==> config.mk <==
export PLATFORM = sky130hd
export DESIGN_NAME = ps2_rx_fifo
export DESIGN_NICKNAME = d
export VERILOG_FILES = /design/src/rtl/ps2_pkg.sv /design/src/rtl/ps2_byte_fifo.sv /design/src/rtl/ps2_rx_fifo.sv
export SDC_FILE = /design/constraint.sdc
export NUM_CORES = 1
export LEC_CHECK = 0
export BUFFER_PORTS_ARGS = -buffer_cell sky130_fd_sc_hd__buf_2
export CAP_MARGIN = 20
export CORE_ASPECT_RATIO = 0.5
export CORE_MARGIN = 4
export CORE_UTILIZATION = 58
export DETAILED_ROUTE_END_ITERATION = 10
export GPL_TIMING_DRIVEN = 0
export PLACE_DENSITY = 0.76
export SLEW_MARGIN = 30
export SYNTH_ARGS = -nofsm -noshare
export SYNTH_HDL_FRONTEND = slang
export SYNTH_HIERARCHICAL = 1
export SYNTH_SLANG_ARGS = --single-unit
==> constraint.sdc <==
create_clock -name clock -period 2.99 [get_ports clock]
set_input_delay 0.299 -clock clock [delete_from_list [all_inputs] [get_ports clock]]
set_output_delay 0.299 -clock clock [all_outputs]
set_load 0.1 [all_outputs]
==> src/rtl/ps2_pkg.sv <==
// Shared PS/2 receiver definitions: frame FSM states, data width, parity helper
// and the common scan-code prefixes consumers look for.
package ps2_pkg;

    localparam int DATA_BITS = 8;

    localparam logic [7:0] SC_BREAK    = 8'hF0;
    localparam logic [7:0] SC_EXTENDED = 8'hE0;

    typedef enum logic [1:0] {
        IDLE,
        DATA,
        PARITY,
        STOP
    } ps2_state_t;

    // Parity bit that makes the total number of ones (data + parity) odd.
    function automatic logic odd_parity(input logic [DATA_BITS-1:0] d);
        return ~^d;
    endfunction

endpackage

==> src/rtl/ps2_byte_fifo.sv <==
// Show-ahead circular byte FIFO; the head entry is visible on rd_data whenever
// the FIFO is not empty. Pushes while full are dropped unless a pop frees a slot.
module ps2_byte_fifo #(
    parameter int DEPTH = 8,
    parameter int WIDTH = 8,
    localparam int AW = $clog2(DEPTH),
    localparam int CW = $clog2(DEPTH + 1)
) (
    input  logic             clock,
    input  logic             reset,
    input  logic             push,
    input  logic [WIDTH-1:0] push_data,
    input  logic             pop,
    output logic [WIDTH-1:0] rd_data,
    output logic [CW-1:0]    count,
    output logic             full,
    output logic             empty
);

    logic [WIDTH-1:0] mem [DEPTH];
    logic [AW:0]      wr_ptr;
    logic [AW:0]      rd_ptr;
    logic             do_push;
    logic             do_pop;

    // Extra pointer bit distinguishes full from empty when the addresses match.
    assign empty = (wr_ptr == rd_ptr);
    assign full  = (wr_ptr[AW] != rd_ptr[AW]) && (wr_ptr[AW-1:0] == rd_ptr[AW-1:0]);

    assign do_pop  = pop && !empty;
    assign do_push = push && (!full || do_pop);

    assign count   = CW'(wr_ptr - rd_ptr);
    assign rd_data = empty ? '0 : mem[rd_ptr[AW-1:0]];

    always_ff @(posedge clock) begin
        if (do_push)
            mem[wr_ptr[AW-1:0]] <= push_data;
    end

    always_ff @(posedge clock) begin
        if (reset) begin
            wr_ptr <= '0;
            rd_ptr <= '0;
        end else begin
            if (do_push)
                wr_ptr <= wr_ptr + 1'b1;
            if (do_pop)
                rd_ptr <= rd_ptr + 1'b1;
        end
    end

endmodule

==> src/rtl/ps2_rx_fifo.sv <==
// PS/2 device-to-host receiver: pin synchronisers, sample-tick divider, framed
// bit FSM with timeout, feeding a show-ahead byte FIFO for consumers to pop.
module ps2_rx_fifo
    import ps2_pkg::*;
#(
    parameter int CLK_DIV       = 4000,
    parameter int FIFO_DEPTH    = 8,
    parameter int TIMEOUT_TICKS = 64
) (
    input  logic                            clock,
    input  logic                            reset,
    input  logic                            PS2C,
    input  logic                            PS2D,
    input  logic                            rd_en,
    output logic [7:0]                      rd_data,
    output logic                            rd_valid,
    output logic [$clog2(FIFO_DEPTH+1)-1:0] count,
    output logic                            frame_error,
    output logic                            overflow
);

    localparam int DIV_W = $clog2(CLK_DIV);
    localparam int TO_W  = $clog2(TIMEOUT_TICKS + 1);
    localparam int BI_W  = $clog2(DATA_BITS);

    logic             ps2c_s1, ps2c_s2, ps2d_s1, ps2d_s2;
    logic             prev_c;
    logic [DIV_W-1:0] div_cnt;
    logic             tick;
    logic             fall;

    ps2_state_t           state, state_n;
    logic [BI_W-1:0]      bit_idx, bit_idx_n;
    logic [DATA_BITS-1:0] shreg, shreg_n;
    logic                 par_bit, par_bit_n;
    logic [TO_W-1:0]      to_cnt, to_cnt_n;
    logic                 err_n;
    logic                 push;
    logic                 fifo_full, fifo_empty;

    assign tick = (div_cnt == DIV_W'(CLK_DIV - 1));
    assign fall = tick && !ps2c_s2 && prev_c;

    always_ff @(posedge clock) begin
        if (reset) begin
            ps2c_s1 <= 1'b1;
            ps2c_s2 <= 1'b1;
            ps2d_s1 <= 1'b1;
            ps2d_s2 <= 1'b1;
            prev_c  <= 1'b1;
            div_cnt <= '0;
        end else begin
            ps2c_s1 <= PS2C;
            ps2c_s2 <= ps2c_s1;
            ps2d_s1 <= PS2D;
            ps2d_s2 <= ps2d_s1;
            if (tick) begin
                div_cnt <= '0;
                prev_c  <= ps2c_s2;
            end else begin
                div_cnt <= div_cnt + 1'b1;
            end
        end
    end

    always_ff @(posedge clock) begin
        if (reset) begin
            state       <= IDLE;
            bit_idx     <= '0;
            shreg       <= '0;
            par_bit     <= 1'b0;
            to_cnt      <= '0;
            frame_error <= 1'b0;
            overflow    <= 1'b0;
        end else begin
            state       <= state_n;
            bit_idx     <= bit_idx_n;
            shreg       <= shreg_n;
            par_bit     <= par_bit_n;
            to_cnt      <= to_cnt_n;
            frame_error <= err_n;
            overflow    <= push && fifo_full && !rd_en;
        end
    end

    always_comb begin
        state_n   = state;
        bit_idx_n = bit_idx;
        shreg_n   = shreg;
        par_bit_n = par_bit;
        to_cnt_n  = to_cnt;
        err_n     = 1'b0;
        push      = 1'b0;

        // Idle ticks between edges abandon a partial frame once they add up.
        if (state != IDLE && tick && !fall) begin
            if (to_cnt == TO_W'(TIMEOUT_TICKS - 1)) begin
                state_n  = IDLE;
                to_cnt_n = '0;
                err_n    = 1'b1;
            end else begin
                to_cnt_n = to_cnt + 1'b1;
            end
        end

        if (fall) begin
            to_cnt_n = '0;
            case (state)
                IDLE: begin
                    if (!ps2d_s2) begin
                        state_n   = DATA;
                        bit_idx_n = '0;
                        shreg_n   = '0;
                        par_bit_n = 1'b0;
                    end
                end
                DATA: begin
                    shreg_n = {ps2d_s2, shreg[DATA_BITS-1:1]};
                    if (bit_idx == BI_W'(DATA_BITS - 1))
                        state_n = PARITY;
                    else
                        bit_idx_n = bit_idx + 1'b1;
                end
                PARITY: begin
                    par_bit_n = ps2d_s2;
                    state_n   = STOP;
                end
                STOP: begin
                    state_n = IDLE;
                    if (par_bit == odd_parity(shreg) && ps2d_s2)
                        push = 1'b1;
                    else
                        err_n = 1'b1;
                end
                default: state_n = IDLE;
            endcase
        end
    end

    ps2_byte_fifo #(
        .DEPTH (FIFO_DEPTH),
        .WIDTH (DATA_BITS)
    ) u_fifo (
        .clock     (clock),
        .reset     (reset),
        .push      (push),
        .push_data (shreg),
        .pop       (rd_en),
        .rd_data   (rd_data),
        .count     (count),
        .full      (fifo_full),
        .empty     (fifo_empty)
    );

    assign rd_valid = !fifo_empty;

endmodule
==> results of run 1 <==
-- cell families after synthesis --
family / synth area share (%)
AOI/OAI and AO/OA: 6.569
xor gates and xnor gates: 5.667
adders and majority gates: 2.731
buffers and inverters: 2.550
DFF: 60.59
muxes: 7.934
and+or+nand+nor: 13.96
-- per-layer routing --
| layer | part of all wire [%] | routed length [um] | vias up |
|---|---|---|---|
| met5 | 0 | 0 | - |
| met4 | 1.6 | 147 | 0 |
| li1 | - | - | 1414 |
| met1 | 43 | 3948 | 1505 |
| met2 | 51 | 4710 | 79 |
| met3 | 4.8 | 447 | 15 |
-- flip-flops by register name (all words and copies together), names as in the netlist, named ones only --
name           flops
u_fifo/wr_ptr      4
div_cnt           12
u_fifo/mem        64
frame_error        1
to_cnt             7
overflow           1
ps2d_s2            1
ps2c_s1            1
u_fifo/rd_ptr      4
bit_idx            3
shreg              8
state              2
ps2d_s1            1
par_bit            1
prev_c             1
ps2c_s2            1
-- report_power, final --
| group | total (mW) | internal, mW | switching, mW | leakage, nW |
|---|---|---|---|---|
| logic | 0.0313 | 0.0117 | 0.0195 | 0.806 |
| clock network | 2.00 | 1.32 | 0.676 | 0.283 |
| registers | 1.66 | 1.66 | 0.00438 | 1.00 |
| total | 3.69 | 2.99 | 0.700 | 2.09 |
-- stage by stage --
step	cell area [um2]	setup slack, ps	instances	hold WS (ps)
detailed placement	5102	26.61	489	395.7
global placement	5087	-260.2	489	392.5
global route	5717	-160.5	521	67.42
CTS	5692	14.07	521	61.37
finish	5717	5.863	521	75.42
floorplan	4857	40.89	359	389.5
-- synthesized netlist by cell type (2+ instances only) --
| cell | n |
|---|---|
| nor4_1 | 2 |
| nor2_2 | 2 |
| buf_6 | 4 |
| nand3_1 | 9 |
| xor2_1 | 14 |
| o21ai_0 | 8 |
| and4_1 | 3 |
| ha_1 | 9 |
| or2_2 | 5 |
| inv_1 | 10 |
| a21oi_1 | 8 |
| and3_1 | 5 |
| nand2b_1 | 4 |
| nand3b_1 | 3 |
| dfxtp_1 | 51 |
| a22o_1 | 10 |
| xnor2_1 | 13 |
| nand2_1 | 15 |
| clkbuf_1 | 4 |
| nor3_2 | 2 |
| buf_2 | 3 |
| or3_1 | 2 |
| nor2_1 | 42 |
| edfxtp_1 | 64 |
| a22oi_1 | 8 |
| mux4_2 | 16 |
| nand4_1 | 4 |
| nor3_1 | 7 |
| nor2b_1 | 4 |
-- layout make-up --
class	instances	area, um2
fillers	548	2370
plain buffers	13	86.33
repair buffers	18	95.09
inverters	10	37.54
clock inverters	10	132.6
clock buffers	22	454.2
multi-input cells	221	1828
well taps	112	140.1
flip-flops and latches	115	2943
-- worst paths after layout --
check | from | end | slack, ps | depth (start not counted)
min | PS2C | ps2c_s1$_SDFF_PP1_ | 80 | 2
max | shreg[3]$_SDFFE_PP0P_ | u_fifo/mem[2][2]$_DFFE_PP_ | 6 | 6
max reg2reg | shreg[3]$_SDFFE_PP0P_ | u_fifo/mem[2][2]$_DFFE_PP_ | 6 | 6
min reg2reg | ps2d_s1$_SDFF_PP1_ | ps2d_s2$_SDFF_PP1_ | 400 | 1
-- repair_timing --
item                                    4_1_cts  5_1_grt
setup buffers                                 0        0
hold endpoints to repair                      0        0
hold buffers                                  0        0
endpoints found under the setup margin        1       73
gates resized for setup                       1        7
-- critical path: stages (launching register included) --
cell and delay (ps):
dfxtp_1 580, xnor2_1 190, xnor3_1 430, xnor2_1 190, and3_1 320, nand3b_1 210, nor2_1 690
-- cells in the final DEF, fill, tap and decap left out, types with 3 or more instances in the layout --
master	Yosys	routed
nor3_1	7	4
inv_1	10	10
nand4_1	4	4
nand3b_1	3	3
buf_6	4	4
mux4_2	16	16
o21ai_0	8	8
a21oi_1	8	8
and3_1	5	5
nand2_1	15	15
nor2_2	2	3
clkbuf_1	4	8
ha_1	9	9
nand2b_1	4	4
clkbuf_16	0	17
and4_1	3	3
or2_2	5	5
edfxtp_1	64	64
nor2b_1	4	4
nor2_1	42	39
xnor2_1	13	13
xor2_1	14	14
a22o_1	10	10
buf_2	3	19
bufinv_16	0	3
a22oi_1	8	8
nor3_2	2	5
nand3_1	9	8
dfxtp_1	51	51
==> impl_metrics.toml, run 1 <==
[status]
status = "complete, no violations"

[drt]
post_drt_wl_per_cell_um = 17.76
drtPass1Iterations = 4
num_vias = 3013
route.antenna.remaining_nets = 0
starting_drt_drc_count = 185
drt-vias-per-instance = 5.783
drc = 0
wl_mm = 9.253

[synth]
synth_warnings = 6
yosys-top-cells-area = "edfxtp_1 40%, dfxtp_1 21%, mux4_2 7.4%"
number_of_flops_mapped_to_enable_cells_by_yosys = 64
post-synth-top-area-fraction_pct = 39.57
synth_seq_cells = 115
sequential_element_share_of_the_synthesized_area_pct = 60.59
dominantRegCellSynth = "edfxtp_1"
async_reset_ff_share_pct = 0
netlist_instances = 359
synth.distinct_cells = 57
netlist.top_cell.by_area = "edfxtp_1"
synth.net_count = 374
synth.cell_area_um2 = 4857
postSynthAreaPerCell_um2 = 13.53

[critical_path]
setup.worst_path.class = "reg2reg"
cp.arrival_ps = 3020
crit_required_ps = 3030
crit_path_start_kind = "register"
worstPathMaxFanout = 11
endpoint_kind = "register"

[die]
ios = 20
start_util_pct = 60.06
floorplan.core_area_um2 = 8087
chipHeight_um = 72.71
dieArea_um2 = 9991
fp-row-count = 23
dieWidth_um = 137.4

[final_layout]
post-route-util_pct = 70.69
n_antenna_cell = 0
nets = 411
post_route_cells_drive_above_1_share_pct = 23.23
syn2layout_area_growth_pct = 17.70

[cts]
clock_network_latency_to_the_later_pin_of_the_worst_skew_pair_ps = 410
clock_tree_from_tritoncts = "yes"
clkTransAtPathRegs_ps = 50
tritoncts_num_sinks = 115
htree_levels = 4
cts.path.max_buffers = 2
ctsRootBufferMaster = "clkbuf_16"
cts-buffers-inserted = 17

[placed_design]
gpl.final_weighted_congestion = 0.8487
port_buffers = 18
hpwlAfterDp_mm = 5.911

[power_and_ir_drop]
static-leakage-power_nw = 2.094
maximum_ir_drop_on_the_vdd_rail_mv = 0.4619
totalPowerFinal_mw = 3.694
power_per_cell_area_nw_per_um2 = 646.2

[grt]
gr-usage-all-layers_pct = 20.70
antenna_found_initial = 0
grt_first_pass_wirelength_mm = 15.21
first_global_vias = 2999
groute.layer.met2.usage_pct = 34.83
grt_util_met1_pct = 25.10
grt_overflow_total = 0
gr-max-usage-layer = "met2"
grt_start_max_net_pins = 17
global_route.usage.met3_pct = 6.680

[sta]
clock-skew-final_ps = 7.244
max_slew_violations = 0
relSlewSlack_pct = 45.30
min_period_over_period_pct = 99.80
fmax_ghz = 0.3351
grt_setup_unrepaired = "yes"
timing_worst_slew_pin_value_ps = 817.5
finalSetupViolCount = 0
timing.final.crit_period_ps = 2984
setup_total_negative_slack_ps = 0
hold_violations = 0

[flow_run]
max-cap-violations = 0

[min_path]
worst_hold_path_type = "in2reg"
No activity file was read; power rests on OpenSTA's default activity.
==> inputs of run 2 (changes only) <==
--- a/config.mk
+++ b/config.mk
@@ -5,6 +5,7 @@
 export SDC_FILE = /design/constraint.sdc
 export NUM_CORES = 1
 export LEC_CHECK = 0
+export ABC_CLOCK_PERIOD_IN_PS = 2990
 export BUFFER_PORTS_ARGS = -buffer_cell sky130_fd_sc_hd__buf_2
 export CAP_MARGIN = 20
 export CORE_ASPECT_RATIO = 0.5
@@ -13,6 +14,7 @@
 export DETAILED_ROUTE_END_ITERATION = 10
 export GPL_TIMING_DRIVEN = 0
 export PLACE_DENSITY = 0.76
+export RECOVER_POWER = 50
 export SLEW_MARGIN = 30
 export SYNTH_ARGS = -nofsm -noshare
 export SYNTH_HDL_FRONTEND = slang
==> run 2 against run 1 <==
Compared with the run above: first-iteration DRC count is 18% lower; sequential share of layout area grew 0.27 points; non-clock buffer count unchanged; critical path depth stayed put; global-route usage unchanged; cell count unchanged; fmax grew 0.57%; sequential cell count unchanged; setup slack improved by 17 ps; register-to-register slack improved by 20 ps.
==> impl_metrics.toml, run 2 (synthesis gave the netlist of run 1 again) <==
[drt]
num_vias = 2993
drtPass1Iterations = 4
starting_drt_drc_count = 151
route.antenna.remaining_nets = 0
post_drt_wl_per_cell_um = 17.73
drc = 0
drt-vias-per-instance = 5.745
wl_mm = 9.238

[power_and_ir_drop]
static-leakage-power_nw = 2.065
totalPowerFinal_mw = 3.687
power_per_cell_area_nw_per_um2 = 648.3
maximum_ir_drop_on_the_vdd_rail_mv = 0.4554

[flow_run]
max-cap-violations = 0

[critical_path]
endpoint_kind = "register"
crit_family = "simple AND/OR/NAND/NOR gates"
worstPathMaxFanout = 11
critPathSlowestCell = "nor2_1"
crit_path_start_kind = "register"
setup.worst_path.class = "reg2reg"
cp_cell_sequence = "xnor2_1, xnor3_1, xnor2_1, and3_1, nand3b_1, nor2_1"
crit_required_ps = 3020
cp-startpoint = "shreg[3]$_SDFFE_PP0P_"
rr_startpoint = "shreg[3]$_SDFFE_PP0P_"
slowest_delay_ps = 680
worstPathBufferInverterCount = 0
cpMostUsedCell = "xnor2_1"
cp.arrival_ps = 3000

[cts]
clock_tree_from_tritoncts = "yes"
cts.path.max_buffers = 2
ctsRootBufferMaster = "clkbuf_16"
clock_network_latency_to_the_later_pin_of_the_worst_skew_pair_ps = 410
cts-buffers-inserted = 17
htree_levels = 4
clkTransAtPathRegs_ps = 50
tritoncts_num_sinks = 115

[final_layout]
nets = 411
n_antenna_cell = 0
post_route_cells_drive_above_1_share_pct = 22.00
post-route-util_pct = 70.32
fill_cells = 554
syn2layout_area_growth_pct = 17.08
multi_input_comb_area_um2 = 1808
area.sequential_um2 = 2943
final_common_cell = "edfxtp_1"
number_of_flip_flops_under_the_largest_register_name = 64
layout_common_cells = "64 x edfxtp_1, 51 x dfxtp_1, 39 x nor2_1"

[grt]
first_global_vias = 2999
grt_start_max_net_pins = 17
grt_first_pass_wirelength_mm = 15.21
antenna_found_initial = 0
grt_overflow_total = 0
gr-usage-all-layers_pct = 20.70

[placed_design]
gpl.final_weighted_congestion = 0.8487
detailedPlace.worstSlack_ps = 26.61
hpwlAfterDp_mm = 5.911
port_buffers = 18

[status]
status = "complete, no violations"

[sta]
setup_ws_ps = 22.65
grt_setup_unrepaired = "yes"
min_period_over_period_pct = 99.24
timing.final.crit_period_ps = 2967
setup_total_negative_slack_ps = 0
max_slew_violations = 0
finalSetupViolCount = 0
fin_hold_ws_ps = 79.24
hold_violations = 0
timing_worst_slew_pin_value_ps = 1168
relSlewSlack_pct = 22.47
fmax_ghz = 0.3370
clock-skew-final_ps = 6.951

[die]
start_util_pct = 60.06
ios = 20
floorplan.core_area_um2 = 8087
dieArea_um2 = 9991
dieWidth_um = 137.4
chipHeight_um = 72.71
fp-row-count = 23

[min_path]
worst_hold_path_type = "in2reg"
hp-start = "PS2C"
run 2: cell types whose count changed in the layout (fill, tap and decap cells not counted):
| cell | delta |
|---|---|
| buf_2 | -2 |
| nor3_1 | +1 |
| nor3_2 | -1 |
| nand4_1 | +1 |
| nand4_4 | -1 |
| clkbuf_1 | +3 |
| buf_6 | -1 |
run 2: path summary, 6_finish.rpt:
check / depth (start not counted) / endpoint / slack, ps
worst max-delay path: 6 / u_fifo/mem[2][1]$_DFFE_PP_ / 20
worst min register to register: 1 / ps2d_s2$_SDFF_PP1_ / 400
worst max register to register: 6 / u_fifo/mem[2][1]$_DFFE_PP_ / 20
worst min-delay path: 2 / ps2c_s1$_SDFF_PP1_ / 80
run 2: per-layer routing:
layer	GRT usage, %	routed length, um
met1	25.10	3967
met2	34.83	4674
met3	6.680	472
met4	8.296	123
met5	0	0
run 2: where the power goes:
part	internal (mW)	switching [mW]	total, mW
registers	1.66	0.00383	1.66
clock network	1.32	0.671	1.99
logic	0.0105	0.0192	0.0297
run 2: cell type report:
cell class	instances	share of cell area, %
Buffer	13	1.386
Sequential cell	115	51.75
Timing Repair Buffer	18	1.628
Tap cell	112	2.464
Inverter	10	0.6601
Clock buffer	22	7.987
Multi-Input combinational cell	221	31.79
Clock inverter	10	2.332
run 2: per-stage QoR:
stage	std cells	cell area, um2
after floorplan	359	4857
after global placement	489	5087
after detailed placement	489	5102
after CTS	521	5692
after global routing	521	5687
final	521	5687
run 2: repair_timing:
action / 4_1_cts / 5_1_grt
setup endpoints to repair: 1 / 73
hold buffers: 0 / 0
buffers inserted: 0 / 0
gates cloned: 0 / 0
gates resized for setup: 1 / 7
